$ cat src/rtl/cache_rbus_arbiter_if.sv
// Purpose: cache read-bus handshake (rrdy/ren/raddr/rvalid/rdata) shared by both caches and memory.
// Ports: master issues ren/raddr and receives rrdy/rvalid/rdata; slave is the responding side.
// Latency/backpressure: no logic here; rrdy gates acceptance of a new ren request.
interface cache_rbus_arbiter_if #(
  parameter int BLK_SIZE = 128
);
  logic                rrdy;
  logic [3:0]          ren;
  logic [31:0]         raddr;
  logic                rvalid;
  logic [BLK_SIZE-1:0] rdata;

  modport master (
    input  rrdy,
    input  rvalid,
    input  rdata,
    output ren,
    output raddr
  );

  modport slave (
    output rrdy,
    output rvalid,
    output rdata,
    input  ren,
    input  raddr
  );
endinterface

$ cat src/rtl/cache_rbus_arbiter.sv
// Purpose: shares one memory read bus between ICache (p0) and DCache (p1), one slot per port, round-robin.
// Latency: request to mem_ren is 2 cycles; mem_rvalid to pN_rvalid is 1 cycle; one transaction in flight.
// Backpressure: pN_rrdy is low while the port's slot is full; grants wait for mem.rrdy in IDLE.
// Ports: cpu_clk, cpu_rst (async, active-high); p0/p1 slave bus from the caches; mem master bus to memory.
module cache_rbus_arbiter #(
  parameter int BLK_SIZE = 128
) (
  input  logic                 cpu_clk,
  input  logic                 cpu_rst,
  cache_rbus_arbiter_if.slave  p0,
  cache_rbus_arbiter_if.slave  p1,
  cache_rbus_arbiter_if.master mem
);

  typedef enum logic {IDLE, WAIT} state_t;

  state_t              state, state_nxt;
  logic [1:0]          pend;
  logic [3:0]          slot_ren  [2];
  logic [31:0]         slot_addr [2];
  logic                last;
  logic                owner;
  logic [3:0]          mem_ren_q;
  logic [31:0]         mem_raddr_q;
  logic [1:0]          rvalid_q;
  logic [BLK_SIZE-1:0] rdata_q   [2];

  logic [3:0]          ren_in    [2];
  logic [31:0]         addr_in   [2];
  logic                grant;
  logic                ret;
  logic                win;

  assign ren_in[0]  = p0.ren;
  assign ren_in[1]  = p1.ren;
  assign addr_in[0] = p0.raddr;
  assign addr_in[1] = p1.raddr;

  // Lone pending port wins outright; on a tie the port that was not granted last wins.
  assign win = (pend == 2'b11) ? ~last : ~pend[0];

  always_comb begin
    state_nxt = state;
    grant     = 1'b0;
    ret       = 1'b0;
    case (state)
      IDLE: begin
        if ((|pend) && mem.rrdy) begin
          grant     = 1'b1;
          state_nxt = WAIT;
        end
      end
      WAIT: begin
        if (mem.rvalid) begin
          ret       = 1'b1;
          state_nxt = IDLE;
        end
      end
      default: state_nxt = IDLE;
    endcase
  end

  always_ff @(posedge cpu_clk or posedge cpu_rst) begin
    if (cpu_rst) state <= IDLE;
    else         state <= state_nxt;
  end

  always_ff @(posedge cpu_clk or posedge cpu_rst) begin
    if (cpu_rst) begin
      pend        <= '0;
      last        <= 1'b1;
      owner       <= 1'b0;
      mem_ren_q   <= '0;
      mem_raddr_q <= 32'hFFFF_FFFF;
      rvalid_q    <= '0;
      for (int i = 0; i < 2; i++) begin
        slot_ren[i]  <= '0;
        slot_addr[i] <= '0;
        rdata_q[i]   <= '0;
      end
    end else begin
      // mem_ren and rvalid are single-cycle pulses; raddr and rdata hold.
      mem_ren_q <= '0;
      rvalid_q  <= '0;
      if (grant) begin
        mem_ren_q   <= slot_ren[win];
        mem_raddr_q <= slot_addr[win];
        owner       <= win;
        last        <= win;
      end
      if (ret) begin
        rvalid_q[owner] <= 1'b1;
        rdata_q[owner]  <= mem.rdata;
        pend[owner]     <= 1'b0;
      end
      // The owner's slot is still full here, so a capture never collides with the clear above.
      for (int i = 0; i < 2; i++) begin
        if ((ren_in[i] != 4'd0) && !pend[i]) begin
          pend[i]      <= 1'b1;
          slot_ren[i]  <= ren_in[i];
          slot_addr[i] <= addr_in[i];
        end
      end
    end
  end

  assign p0.rrdy   = ~pend[0];
  assign p1.rrdy   = ~pend[1];
  assign p0.rvalid = rvalid_q[0];
  assign p1.rvalid = rvalid_q[1];
  assign p0.rdata  = rdata_q[0];
  assign p1.rdata  = rdata_q[1];
  assign mem.ren   = mem_ren_q;
  assign mem.raddr = mem_raddr_q;

endmodule

$ cat src/flat_wrapper.sv
// flat-port wrapper written by rule: the top's interface ports become plain ports
module cache_rbus_arbiter_flat 
#(
  parameter int BLK_SIZE = 128
)
  (cpu_clk, cpu_rst, p0_rrdy, p0_rvalid, p0_rdata, p0_ren, p0_raddr, p1_rrdy, p1_rvalid, p1_rdata, p1_ren, p1_raddr, mem_rrdy, mem_rvalid, mem_rdata, mem_ren, mem_raddr);
  cache_rbus_arbiter_if #(.BLK_SIZE(BLK_SIZE)) p0_i ();
  cache_rbus_arbiter_if #(.BLK_SIZE(BLK_SIZE)) p1_i ();
  cache_rbus_arbiter_if #(.BLK_SIZE(BLK_SIZE)) mem_i ();
  input  logic cpu_clk;
  input  logic cpu_rst;
  output wire logic [$bits(p0_i.rrdy)-1:0] p0_rrdy;
  output wire logic [$bits(p0_i.rvalid)-1:0] p0_rvalid;
  output wire logic [$bits(p0_i.rdata)-1:0] p0_rdata;
  input wire logic [$bits(p0_i.ren)-1:0] p0_ren;
  input wire logic [$bits(p0_i.raddr)-1:0] p0_raddr;
  output wire logic [$bits(p1_i.rrdy)-1:0] p1_rrdy;
  output wire logic [$bits(p1_i.rvalid)-1:0] p1_rvalid;
  output wire logic [$bits(p1_i.rdata)-1:0] p1_rdata;
  input wire logic [$bits(p1_i.ren)-1:0] p1_ren;
  input wire logic [$bits(p1_i.raddr)-1:0] p1_raddr;
  input wire logic [$bits(mem_i.rrdy)-1:0] mem_rrdy;
  input wire logic [$bits(mem_i.rvalid)-1:0] mem_rvalid;
  input wire logic [$bits(mem_i.rdata)-1:0] mem_rdata;
  output wire logic [$bits(mem_i.ren)-1:0] mem_ren;
  output wire logic [$bits(mem_i.raddr)-1:0] mem_raddr;
  assign p0_rrdy = p0_i.rrdy;
  assign p0_rvalid = p0_i.rvalid;
  assign p0_rdata = p0_i.rdata;
  assign p0_i.ren = p0_ren;
  assign p0_i.raddr = p0_raddr;
  assign p1_rrdy = p1_i.rrdy;
  assign p1_rvalid = p1_i.rvalid;
  assign p1_rdata = p1_i.rdata;
  assign p1_i.ren = p1_ren;
  assign p1_i.raddr = p1_raddr;
  assign mem_i.rrdy = mem_rrdy;
  assign mem_i.rvalid = mem_rvalid;
  assign mem_i.rdata = mem_rdata;
  assign mem_ren = mem_i.ren;
  assign mem_raddr = mem_i.raddr;
  cache_rbus_arbiter #(.BLK_SIZE(BLK_SIZE)) u_core (.cpu_clk(cpu_clk), .cpu_rst(cpu_rst), .p0(p0_i), .p1(p1_i), .mem(mem_i));
endmodule
$ cat config.mk
export PLATFORM = sky130hd
export DESIGN_NAME = cache_rbus_arbiter_flat
export DESIGN_NICKNAME = d
export VERILOG_FILES = /design/src/rtl/cache_rbus_arbiter_if.sv /design/src/rtl/cache_rbus_arbiter.sv /design/src/flat_wrapper.sv
export SDC_FILE = /design/constraint.sdc
export NUM_CORES = 1
export LEC_CHECK = 0
export BUFFER_PORTS_ARGS = -buffer_cell sky130_fd_sc_hd__buf_2
export CORE_AREA = 2 2 195 197
export CTS_CLUSTER_SIZE = 28
export DETAILED_ROUTE_END_ITERATION = 6
export DIE_AREA = 0 0 197 199
export GPL_ROUTABILITY_DRIVEN = 0
export PLACE_DENSITY = 0.74
export SLEW_MARGIN = 20
export SYNTH_ARGS = -nofsm -noshare
export SYNTH_HDL_FRONTEND = slang
export SYNTH_SLANG_ARGS = --single-unit
$ cat constraint.sdc
create_clock -name cpu_clk -period 32.1 [get_ports cpu_clk]
set_input_delay 6.42 -clock cpu_clk [delete_from_list [all_inputs] [get_ports cpu_clk]]
set_output_delay 6.42 -clock cpu_clk [all_outputs]
set_load 0.02 [all_outputs]
; ---- After elaboration in Yosys (flattened, before gate mapping)
; Index checks and enable logic that the tools add are counted.
[totals]
out_inout_bits = 296
in_bits = 204
regBits = 371
[op_classes]
n_lt_le_gt_ge = 5
n_reduce_logical = 12
bitwise = 8
mux = 23
eq_ne = 1
[op_table]
columns = operator, n
row1 = 256-bit bitwise mux, 1
row2 = 128-bit demux with 1-bit select, 1
row3 = 128-bit 2-to-1 mux, 1
row4 = 32-bit 2-to-1 mux, 3
row5 = 4-bit 2-to-1 mux, 4
row6 = 1-bit 2-to-1 mux, 9
row7 = 4-bit nonzero test, 2
row8 = 1-bit logical AND, 5
row9 = "2-bit >= comparator, second input constant", 2
row10 = 2-bit 2-to-1 mux, 2
row11 = 1-bit NOT, 4
row12 = 1-bit NOT with 2-bit output, 2
row13 = 2-bit nonzero test, 2
row14 = 2-bit AND, 1
row15 = "2-bit == test, second input constant", 1
row16 = 1-bit zero test, 2
row17 = "1-bit by 2-bit < comparator with 1-bit output, second input constant", 1
row18 = "2-bit by 1-bit < comparator with 1-bit output, second input constant", 1
row19 = 2-bit NOT, 1
row20 = 1-bit case mux with 2 select lines, 1
row21 = 2-bit OR reduction, 1
row22 = 1-bit demux with 1-bit select, 1
row23 = "1-bit >= comparator, second input constant", 1

; ---- Logic depth before layout (Yosys ltp)
; Gate-level depths: netlist (run 1).
[logic_depth]
depth_word = 8
mapped_depth = 6
depth_no_buf = 4

; ---- Worst setup path before layout (run 1)
; Ideal clock, no wire load.
[synth_timing]
kind = input -> register
from = in mem_rvalid
to = reg u_core.rdata_q (netlist bit u_core.p0.rdata[100])
n_path_buf = 2
setup_ps = 125
arrival_ps = 7364
path_slack_ps = 24611
cell_stages = 6
cell_sequence = nand2_1 > or2_1 > inv_2 > buf_6 > buf_6 > mux2_2
[synth_between]
elab_chain_len = 2
[synth_lines]
columns = element, line_no
row1 = start: declaration, flat_wrapper.sv:23  ; input wire logic [$bits(mem_i.rvalid)-1:0] mem_rvalid;
row2 = 1-bit 2-to-1 mux, cache_rbus_arbiter.sv:54  ; if (mem.rvalid) begin
row3 = 1-bit 2-to-1 mux, cache_rbus_arbiter.sv:46  ; case (state)
row4 = end signal: indexed assignment, cache_rbus_arbiter.sv:93  ; rdata_q[owner] <= mem.rdata;
row5 = end: declaration, cache_rbus_arbiter.sv:26  ; logic [BLK_SIZE-1:0] rdata_q [2];
; No other way between the ends.
; A chain may end at the register's enable or synchronous reset.

; ---- Worst setup path after layout (run 1)
[layout_timing]
from = in mem_rvalid
to = reg u_core.rdata_q (netlist bit u_core.p0.rdata[73])
; Same word-level chain as after synthesis.

==> flow_summary_export.csv, run 1 <==
group,metric,value,unit
clock_network,cts_setup_buffers,0,
die,dieArea,39200,um^2
worst_setup_path,timing.rr.start,"u_core.pend[0]",
power_and_ir_drop,clock_power_share,21.4,%
logic_synthesis,synth_seq_cells,371,
worst_setup_path,slowest_stage,"clkinv_2",
worst_setup_path,rr_endpoint,"u_core.owner",
power_and_ir_drop,netSwitchingFraction,37.06,%
die,pin_count,500,
power_and_ir_drop,pwr-share-comb,40.6,%
die,start_util,39.17,%
hold_path,hp-class,"reg -> reg",
worst_setup_path,crit_chain,"buf_2 -> nand2_1 -> or2_2 -> clkinv_2 -> buf_4 -> mux2_2",
clock_network,ctsResizeCount,0,
clock_network,clk-insertion-delay-late,0.55,ns
drt,final_antenna_net_count,0,
timing,finalSetupViolCount,0,
worst_setup_path,cp_num_buf_inv,3,
drt,dr.pass1.iters,4,
timing,period_minus_slack,8.235,ns
worst_setup_path,worstPathMaxFanout,51,
logic_synthesis,ys_warn_count,0,
clock_network,h-tree-depth,2,
timing,slew_viol_final,0,
timing,finalHoldViolations,0,
logic_synthesis,syn_nets,1096,
drt,finalWirelength,37920,um
global_route,grt_antenna_before_repair,9,
worst_setup_path,start_kind,"input pin",
clock_network,cts_buffers,41,
timing,hold_slack,0.4882,ns
drt,vias,9566,
final_layout,fin_cells,1899,
timing,tightest_slew,1.015,ns
logic_synthesis,synth-seq-area-share,64.12,%
timing,fin_worst_skew,0.01066,ns
final_layout,drive_above_1_share,65.89,%
logic_synthesis,synth_area,14540,um^2
timing,slew_headroom,32.25,%
power_and_ir_drop,p_int,1396,uW
flow_run,cap_violations,0,
clock_network,cts_max_path_buffers,3,
clock_network,root_buffer,"clkbuf_16",
global_route,track_usage,18.44,%
timing,max_freq,121.4,MHz
clock_network,clkSinkCount,371,
power_and_ir_drop,power.leakage,0.008786,uW
timing,rsz0062_at_grt,"no",
final_layout,fill_cells,3209,
die,fp.coreArea,37130,um^2
logic_synthesis,synth_cell_types,25,
clock_network,ctsHoldBuffers,0,
final_layout,area_growth,28.84,%
worst_setup_path,cp_top_family,"buffers and inverters",
die,die_w,197,um
placed_design,dp.cells,1817,
worst_setup_path,startpoint,"mem_rvalid",
clock_network,cts_tree,"done",
logic_synthesis,synth_area_per_cell,16.30,um^2
worst_setup_path,crit_type,"in -> reg",
worst_setup_path,worstPathArrival,8.67,ns
power_and_ir_drop,switching_power,822.0,uW
worst_setup_path,cpPeakStageDelay,0.62,ns
timing,setup_tns,0,ns
placed_design,dp_hpwl,26120,um
worst_setup_path,reg2reg_depth,6,
power_and_ir_drop,peakVddDrop,0.06116,mV
logic_synthesis,syn_inst,892,
global_route,grt_pass1_wl,55980,um
worst_setup_path,r2r_setup_slack,29.14,ns
global_route,grt_pass1_vias,9769,
power_and_ir_drop,powerDensity,118.4,nW/um^2
global_route,overflow,0,
die,num_rows,71,
timing,fin_crit_sh,25.65,%
placed_design,io_buffers,499,
final_layout,nets,1591,
drt,drt_iter0_markers,291,
power_and_ir_drop,seqPwrFrac,38.0,%
worst_setup_path,cp.depth,6,
worst_setup_path,required,32.53,ns
worst_setup_path,worst_setup_path_end_kind,"flip-flop",
die,die_h,199,um
run_status,outcome,"finished clean",
drt,drc,0,
drt,via_per_inst,5.037,
clock_network,clkTransAtPathRegs,0.06,ns
drt,wire_per_inst,19.97,um
global_route,grt_max_degree,173,
worst_setup_path,crit_end,"u_core.p0.rdata[73]",
==> worst register-to-register path, delay by kind of cell, from the launching register on <==
kind	cells	cell delay, ns
and+or+nand+nor	2	0.88
DFF	1	0.36
buffers and inverters	3	1.24
muxes	1	0.37
==> Yosys cell counts (all sizes together) <==
library cell	n	share of area, %
a21boi	32	1.7
or2	2	0.086
buf	46	2.6
clkbuf	14	0.36
a311o	32	2.2
inv	6	0.15
nor2	4	0.17
dfrtp	338	58
o21ai	5	0.17
mux2	330	26
a21oi	4	0.14
o22a	32	1.9
dfstp	33	6.0
nor2b	1	0.043
nor4	2	0.086
nand3	5	0.17
a21o	2	0.10
nand2	2	0.052
nand2b	2	0.10
==> placed cells by master, fill, tap and decap left out, drive strengths merged <==
cell      n
bufinv    2
nand2     2
nor4      2
a21o      2
o22a     32
clkinv    3
or2       2
dfrtp   338
inv       7
nor2      4
nand2b    2
buf     512
a21boi   32
dfstp    33
a21oi     4
mux2    330
clkbuf   69
diode     6
o21ai     5
nand3     5
a311o    32
nor2b     1
==> registers in the layout, summed over array words and instances (netlist names) <==
register and cells:
u_core.rvalid_q 2, u_core.owner 1, u_core.slot_ren 8, u_core.pend 2, u_core.last 1, u_core.p0.rdata 128
u_core.slot_addr 64, u_core.mem.raddr 32, u_core.p1.rdata 128, u_core.mem.ren 4, u_core.state 1
==> through the flow <==
stage                     setup slack (ns)  power (uW)  area (um^2)  utilization (%)
final                                23.86        2218        18740            50.46
after global routing                 23.74        2334        18740            50.45
after detailed placement             23.26        1753        17330            46.67
after CTS                            23.85        2238        18700            50.37
after floorplan                      15.43        1447        14540                -
after global placement               23.29        1722        17330            46.67
==> area by class of cell <==
class	count	area, um^2	share of cell area (%)
diodes	6	15.01	0.08013
clock inverters	6	87.58	0.4674
multi-input cells	455	4781	25.51
inverters	6	31.28	0.1669
repair buffers	512	2620	13.98
flip-flops and latches	371	9326	49.77
clock buffers	69	1284	6.851
well taps	474	593.1	3.165
==> cells by family after synthesis <==
family	share of synthesized area (%)
AOI/OAI and AO/OA	6.194
buffers and inverters	3.166
and+or+nand+nor	0.7140
DFF	64.12
muxes	25.81
==> worst min-delay path by stage <==
stage	from	to	cells past startpoint
floorplan	u_core.slot_addr[0]	u_core.slot_addr[0]	1
global placement	u_core.p0.rdata[36]	u_core.p0.rdata[36]	1
detailed placement	u_core.p0.rdata[37]	u_core.p0.rdata[37]	1
CTS	u_core.p0.rdata[37]	u_core.p0.rdata[37]	1
global route	u_core.slot_addr[11]	u_core.slot_addr[11]	1
finish	u_core.p0.rdata[37]	u_core.p0.rdata[37]	1
==> metal layers <==
metal	up-vias	GRT usage, %	wire (um)
met5	-	0	22
met4	4	7.714	1257
met3	77	5.900	2635
met2	343	31.25	19370
met1	4893	21.67	14640
li1	4249	-	-
==> power by group through the flow <==
| stage | Clock (uW) | Combinational (uW) | Sequential [uW] |
|---|---|---|---|
| global placement | 0 | 885 | 836 |
| detailed placement | 0 | 904 | 849 |
| finish | 475 | 899 | 843 |
| floorplan | 0 | 379 | 1070 |
| global route | 505 | 956 | 873 |
| CTS | 487 | 908 | 844 |
No activity file was read; power rests on OpenSTA's default activity.
==> inputs of run 2 (changes only) <==
--- a/config.mk
+++ b/config.mk
@@ -6,12 +6,12 @@
 export NUM_CORES = 1
 export LEC_CHECK = 0
 export BUFFER_PORTS_ARGS = -buffer_cell sky130_fd_sc_hd__buf_2
-export CORE_AREA = 2 2 195 197
+export CORE_AREA = 2 2 194 196
 export CTS_CLUSTER_SIZE = 28
 export DETAILED_ROUTE_END_ITERATION = 6
-export DIE_AREA = 0 0 197 199
+export DIE_AREA = 0 0 196 198
 export GPL_ROUTABILITY_DRIVEN = 0
-export PLACE_DENSITY = 0.74
+export PLACE_DENSITY = 0.77
 export SLEW_MARGIN = 20
 export SYNTH_ARGS = -nofsm -noshare
 export SYNTH_HDL_FRONTEND = slang
==> constraint.sdc (replaced) <==
create_clock -name cpu_clk -period 6.7 [get_ports cpu_clk]
set_input_delay 1.34 -clock cpu_clk [delete_from_list [all_inputs] [get_ports cpu_clk]]
set_output_delay 1.34 -clock cpu_clk [all_outputs]
set_load 0.02 [all_outputs]
==> flow_summary_export.csv, run 2 (synthesis gave the netlist of run 1 again) <==
group,metric,value,unit
worst_setup_path,rr_endpoint,"u_core.p0.rdata[123]",
drt,via_per_inst,5.103,
final_layout,nets,1592,
run_status,outcome,"finished clean",
worst_setup_path,required,7.11,ns
die,fp.coreArea,36960,um^2
final_layout,area_growth,28.18,%
global_route,track_usage,18.57,%
die,pin_count,500,
die,dieArea,38810,um^2
clock_network,clkTransAtPathRegs,0.06,ns
drt,drt_iter0_markers,302,
worst_setup_path,worstPathArrival,4.04,ns
timing,finalSetupViolCount,0,
clock_network,cts_tree,"done",
worst_setup_path,r2r_setup_slack,3.56,ns
hold_path,hp-class,"reg -> reg",
power_and_ir_drop,peakVddDrop,0.3127,mV
clock_network,cts_buffers,40,
placed_design,io_buffers,499,
final_layout,final_util,50.45,%
final_layout,mostFrequentLayoutCells,"buf_2 (499), dfrtp_1 (337), mux2_2 (310)",
worst_setup_path,cp_common_cell,"buf_4",
timing,fin_worst_skew,0.01820,ns
flow_run,cap_violations,0,
drt,dr.pass1.iters,4,
worst_setup_path,start_kind,"input pin",
clock_network,cts_setup_buffers,0,
final_layout,finalInstanceArea,18640,um^2
global_route,grt_max_degree,178,
timing,tightest_slew,0.9929,ns
worst_setup_path,worstPathMaxFanout,52,
timing,fin_crit_sh,54.16,%
hold_path,hold_path_depth,1,
drt,drc,0,
global_route,grt_antenna_before_repair,6,
worst_setup_path,crit_chain,"buf_2 -> nand2_1 -> or2_2 -> buf_4 -> clkinv_2 -> buf_4 -> mux2_2",
final_layout,fill_cells,3120,
hold_path,min_to,"u_core.p0.rdata[39]",
die,die_h,198,um
worst_setup_path,worst_setup_path_end_kind,"flip-flop",
drt,finalWirelength,37290,um
clock_network,ctsHoldBuffers,0,
worst_setup_path,slowest_stage,"clkinv_2",
drt,vias,9665,
global_route,overflow,0,
timing,setup_tns,0,ns
die,start_util,39.36,%
worst_setup_path,cp_top_family,"buffers and inverters",
worst_setup_path,reg2reg_depth,6,
timing,slew_viol_final,0,
clock_network,clk-insertion-delay-late,0.54,ns
clock_network,clkSinkCount,371,
placed_design,dpl-instance-area,17360,um^2
timing,period_minus_slack,3.629,ns
power_and_ir_drop,power.leakage,0.008749,uW
worst_setup_path,timing.rr.start,"u_core.state",
drt,final_antenna_net_count,0,
clock_network,h-tree-depth,2,
worst_setup_path,crit_type,"in -> reg",
clock_network,ctsResizeCount,0,
global_route,grt_pass1_vias,10127,
timing,rsz0062_at_grt,"no",
final_layout,drive_above_1_share,66.24,%
final_layout,layout_commonest_cell,"buf_2",
power_and_ir_drop,powerDensity,561.6,nW/um^2
clock_network,root_buffer,"clkbuf_16",
global_route,grt_pass1_wl,56340,um
placed_design,dp_hpwl,25930,um
timing,finalHoldViolations,0,
worst_setup_path,cp_num_buf_inv,4,
timing,max_freq,275.6,MHz
drt,wire_per_inst,19.69,um
clock_network,cts_max_path_buffers,3,
timing,slew_headroom,33.81,%
hold_path,worstHoldStart,"u_core.p0.rdata[39]",
die,die_w,196,um
die,num_rows,71,
worst_setup_path,cpPeakStageDelay,0.91,ns
==> run 2: worst max-delay path by stage <==
| stage | slack, ns | from | end | cells past startpoint |
|---|---|---|---|---|
| after floorplan | 0.41 | cpu_rst | u_core.mem.ren[0] | 1 |
| after detailed placement | 2.45 | mem_rvalid | u_core.p0.rdata[123] | 7 |
| after global routing | 2.90 | mem_rvalid | u_core.p0.rdata[123] | 7 |
| after global placement | 2.44 | mem_rvalid | u_core.p0.rdata[122] | 7 |
| after CTS | 3.02 | mem_rvalid | u_core.p0.rdata[123] | 7 |
| final | 3.07 | mem_rvalid | u_core.p0.rdata[123] | 7 |
==> run 2: worst register-to-register path: cells and delay by family (launching register included) <==
family	cells	cell delay [ns]
simple gates	2	0.17
flops	1	0.43
mux	1	0.39
buf+inv	3	2.02
==> run 2: routing by layer <==
metal  GRT usage, %  vias to the layer above  routed length (um)
met1          22.58                     4950               15020
met2          30.89                      353               18390
met4          9.063                        4                1469
li1               -                     4258                   -
met5              0                        -                  23
met3          4.786                      100                2385
==> run 2: through the flow <==
step	power [uW]	worst slack [ns]	instances	hold WS [ns]
after global placement	8246	2.441	1820	0.4645
after CTS	10580	3.023	1890	0.4820
final	10470	3.071	1894	0.4769
after global routing	11030	2.896	1894	0.5112
after floorplan	6934	0.4068	892	0.4739
after detailed placement	8400	2.450	1820	0.4692
==> run 2: layout make-up <==
class	count	area, um^2	area share, %
Antenna cell	4	10.01	0.05369
Clock buffer	59	1184	6.349
Clock inverter	11	86.33	0.4631
Inverter	6	27.53	0.1477
Multi-Input combinational cell	455	4781	25.64
Sequential cell	371	9326	50.03
Tap cell	474	593.1	3.181
Timing Repair Buffer	514	2635	14.13
==> run 2: power breakdown <==
part | switching [uW] | internal, uW | total, uW | leakage, uW
logic | 2440 | 1850 | 4280 | 0.00377
registers | 608 | 3460 | 4060 | 0.00435
clock network | 866 | 1260 | 2120 | 0.000630
total | 3910 | 6560 | 10500 | 0.00875
==> inputs of run 3 (changes only) <==
--- a/config.mk
+++ b/config.mk
@@ -5,13 +5,14 @@
 export SDC_FILE = /design/constraint.sdc
 export NUM_CORES = 1
 export LEC_CHECK = 0
+export ABC_AREA = 1
 export BUFFER_PORTS_ARGS = -buffer_cell sky130_fd_sc_hd__buf_2
-export CORE_AREA = 2 2 194 196
+export CORE_AREA = 2 2 196 198
 export CTS_CLUSTER_SIZE = 28
 export DETAILED_ROUTE_END_ITERATION = 6
-export DIE_AREA = 0 0 196 198
+export DIE_AREA = 0 0 198 200
 export GPL_ROUTABILITY_DRIVEN = 0
-export PLACE_DENSITY = 0.77
+export PLACE_DENSITY = 0.78
 export SLEW_MARGIN = 20
 export SYNTH_ARGS = -nofsm -noshare
 export SYNTH_HDL_FRONTEND = slang
==> constraint.sdc (replaced) <==
create_clock -name cpu_clk -period 3.3 [get_ports cpu_clk]
set_input_delay 0.66 -clock cpu_clk [delete_from_list [all_inputs] [get_ports cpu_clk]]
set_output_delay 0.66 -clock cpu_clk [all_outputs]
set_load 0.02 [all_outputs]
==> flow_summary_export.csv, run 3 <==
group,metric,value,unit
drt,drt_iter0_markers,814,
logic_synthesis,synth_top_cells_by_count,"nand2_1 (509), dfrtp_1 (338), inv_1 (199)",
clock_network,clkSinkCount,371,
clock_network,ctsResizeCount,0,
worst_setup_path,worst_setup_path_end_kind,"output port",
final_layout,fill_cells,3333,
die,die_w,198,um
timing,rsz0062_at_grt,"no",
logic_synthesis,synth_seq_cells,371,
drt,final_antenna_net_count,0,
drt,dr.pass1.iters,5,
final_layout,layout_commonest_cell,"nand2_1",
die,die_h,200,um
clock_network,clk-insertion-delay-late,0.55,ns
clock_network,clkTransAtPathRegs,0.06,ns
logic_synthesis,ys_warn_count,0,
worst_setup_path,start_kind,"flip-flop",
clock_network,root_buffer,"clkbuf_16",
global_route,track_usage,20.91,%
worst_setup_path,crit_type,"reg -> out",
worst_setup_path,worstPathArrival,2.13,ns
hold_path,hp-class,"in -> async",
logic_synthesis,synth_compound_area_share,11.59,%
timing,slew_headroom,43.20,%
timing,finalHoldViolations,0,
drt,drc,0,
clock_network,h-tree-depth,2,
logic_synthesis,synth-seq-area-share,61.50,%
logic_synthesis,synth_fa_ha_area_share,0,%
power_and_ir_drop,power.leakage,0.01079,uW
logic_synthesis,synth_largest_area_cell,"dfrtp_1",
run_status,outcome,"finished clean",
global_route,grt_max_degree,123,
power_and_ir_drop,powerDensity,1077,nW/um^2
die,fp.coreArea,37400,um^2
logic_synthesis,synth_top_family_by_area,"simple AND/OR/NAND/NOR gates",
placed_design,io_buffers,499,
clock_network,ctsHoldBuffers,0,
logic_synthesis,netlist.area_leader.share,55.78,%
power_and_ir_drop,total_power,20760,uW
clock_network,cts_max_path_buffers,3,
global_route,grt_pass1_wl,64650,um
timing,tightest_slew,0.8521,ns
timing,setup_tns,0,ns
final_layout,mostFrequentLayoutCells,"nand2_1 (509), buf_2 (499), dfrtp_1 (338)",
timing,fin_worst_skew,0.02646,ns
logic_synthesis,syn_nets,1796,
timing,fin_crit_sh,84.54,%
logic_synthesis,syn_inst,1592,
flow_run,cap_violations,0,
timing,fin_ws,0.5102,ns
die,dieArea,39600,um^2
timing,max_freq,358.4,MHz
placed_design,pre_cts_ws,1.020,ns
global_route,grt_antenna_before_repair,0,
logic_synthesis,synth_cell_types,20,
logic_synthesis,synth_ff_type,"dfrtp_1",
power_and_ir_drop,peakVddDrop,0.4971,mV
logic_synthesis,synth_edf_count,0,
final_layout,area_growth,27.12,%
drt,wire_per_inst,16.47,um
logic_synthesis,synth_area_per_cell,9.524,um^2
global_route,overflow,0,
worst_setup_path,required,2.64,ns
timing,slew_viol_final,0,
drt,finalWirelength,42980,um
timing,finalSetupViolCount,0,
die,num_rows,71,
logic_synthesis,netlist_top_cells_area,"dfrtp_1 (56%), nand2_1 (13%), o21ai_2 (6.9%), dfstp_2 (5.7%), inv_1 (4.9%)",
clock_network,cts_buffers,39,
timing,hold_slack,0.1196,ns
final_layout,nets,2275,
worst_setup_path,worstPathMaxFanout,26,
logic_synthesis,synthSimpleGateAreaFrac,17.83,%
placed_design,dp_hpwl,30760,um
drt,vias,12615,
drt,via_per_inst,4.835,
global_route,grt_pass1_vias,12012,
logic_synthesis,synth_most_common_cell,"nand2_1",
die,start_util,40.54,%
final_layout,drive_above_1_share,36.10,%
clock_network,cts_setup_buffers,0,
logic_synthesis,async_flop_share,100.0,%
clock_network,cts_tree,"done",
timing,period_minus_slack,2.790,ns
die,pin_count,500,
logic_synthesis,synth_area,15160,um^2
logic_synthesis,muxShareOfSynthArea,0,%
logic_synthesis,synth-xor-area-share,0,%
run 3: critical path, stage by stage (launching register included):
cell and delay (ns):
dfrtp_1 0.90, inv_1 0.40, buf_2 0.27
run 3: worst paths after layout:
path | from | to | slack [ns] | cells after the start
setup reg to reg | u_core.pend[0] | u_core.pend[0] | 0.97 | 3
hold / removal | cpu_rst | u_core.p1.rdata[7] | 0.12 | 2
setup / recovery | u_core.pend[0] | p0_rrdy | 0.51 | 2
min in group cpu_clk | mem_rvalid | u_core.state | 0.31 | 2
hold reg to reg | u_core.slot_ren[5] | u_core.slot_ren[5] | 0.46 | 2
max in group asynchronous | cpu_rst | u_core.p1.rdata[80] | 2.18 | 4
run 3: metal layers:
metal | global-route usage (%) | vias up | part of all wire (%)
li1 | - | 5929 | -
met1 | 26.18 | 6027 | 40
met2 | 34.60 | 550 | 49
met3 | 5.124 | 109 | 7.6
met4 | 9.245 | 0 | 4.1
met5 | 0 | - | 0
run 3: kinds of logic after synthesis:
| kind of cell | Yosys count |
|---|---|
| buffers and inverters | 295 |
| flip-flops | 371 |
| AND/OR/NAND/NOR | 665 |
| AO/OA/AOI/OAI | 261 |
run 3: per-stage QoR:
stage | instances | util (%) | cell area, um^2
2_1_floorplan | 1592 | - | 15170
3_3_place_gp | 2541 | 48.20 | 18020
3_5_place_dp | 2541 | 48.20 | 18020
4_1_cts | 2608 | 51.53 | 19270
5_1_grt | 2608 | 51.53 | 19270
6_report | 2609 | 51.53 | 19270
run 3: cell type report:
class | count | area, um^2 | share of cell area [%]
Antenna cell | 1 | 2.502 | 0.01298
Clock buffer | 53 | 1119 | 5.804
Clock inverter | 14 | 127.6 | 0.6622
Inverter | 202 | 774.5 | 4.018
Multi-Input combinational cell | 926 | 4461 | 23.14
Sequential cell | 371 | 9325 | 48.38
Tap cell | 511 | 639.4 | 3.317
Timing Repair Buffer | 531 | 2825 | 14.66
run 3: report_power, final:
part / internal (uW) / switching (uW)
sequential: 6790 / 1230
combinational: 2750 / 5730
clock: 2460 / 1800
total: 12000 / 8760
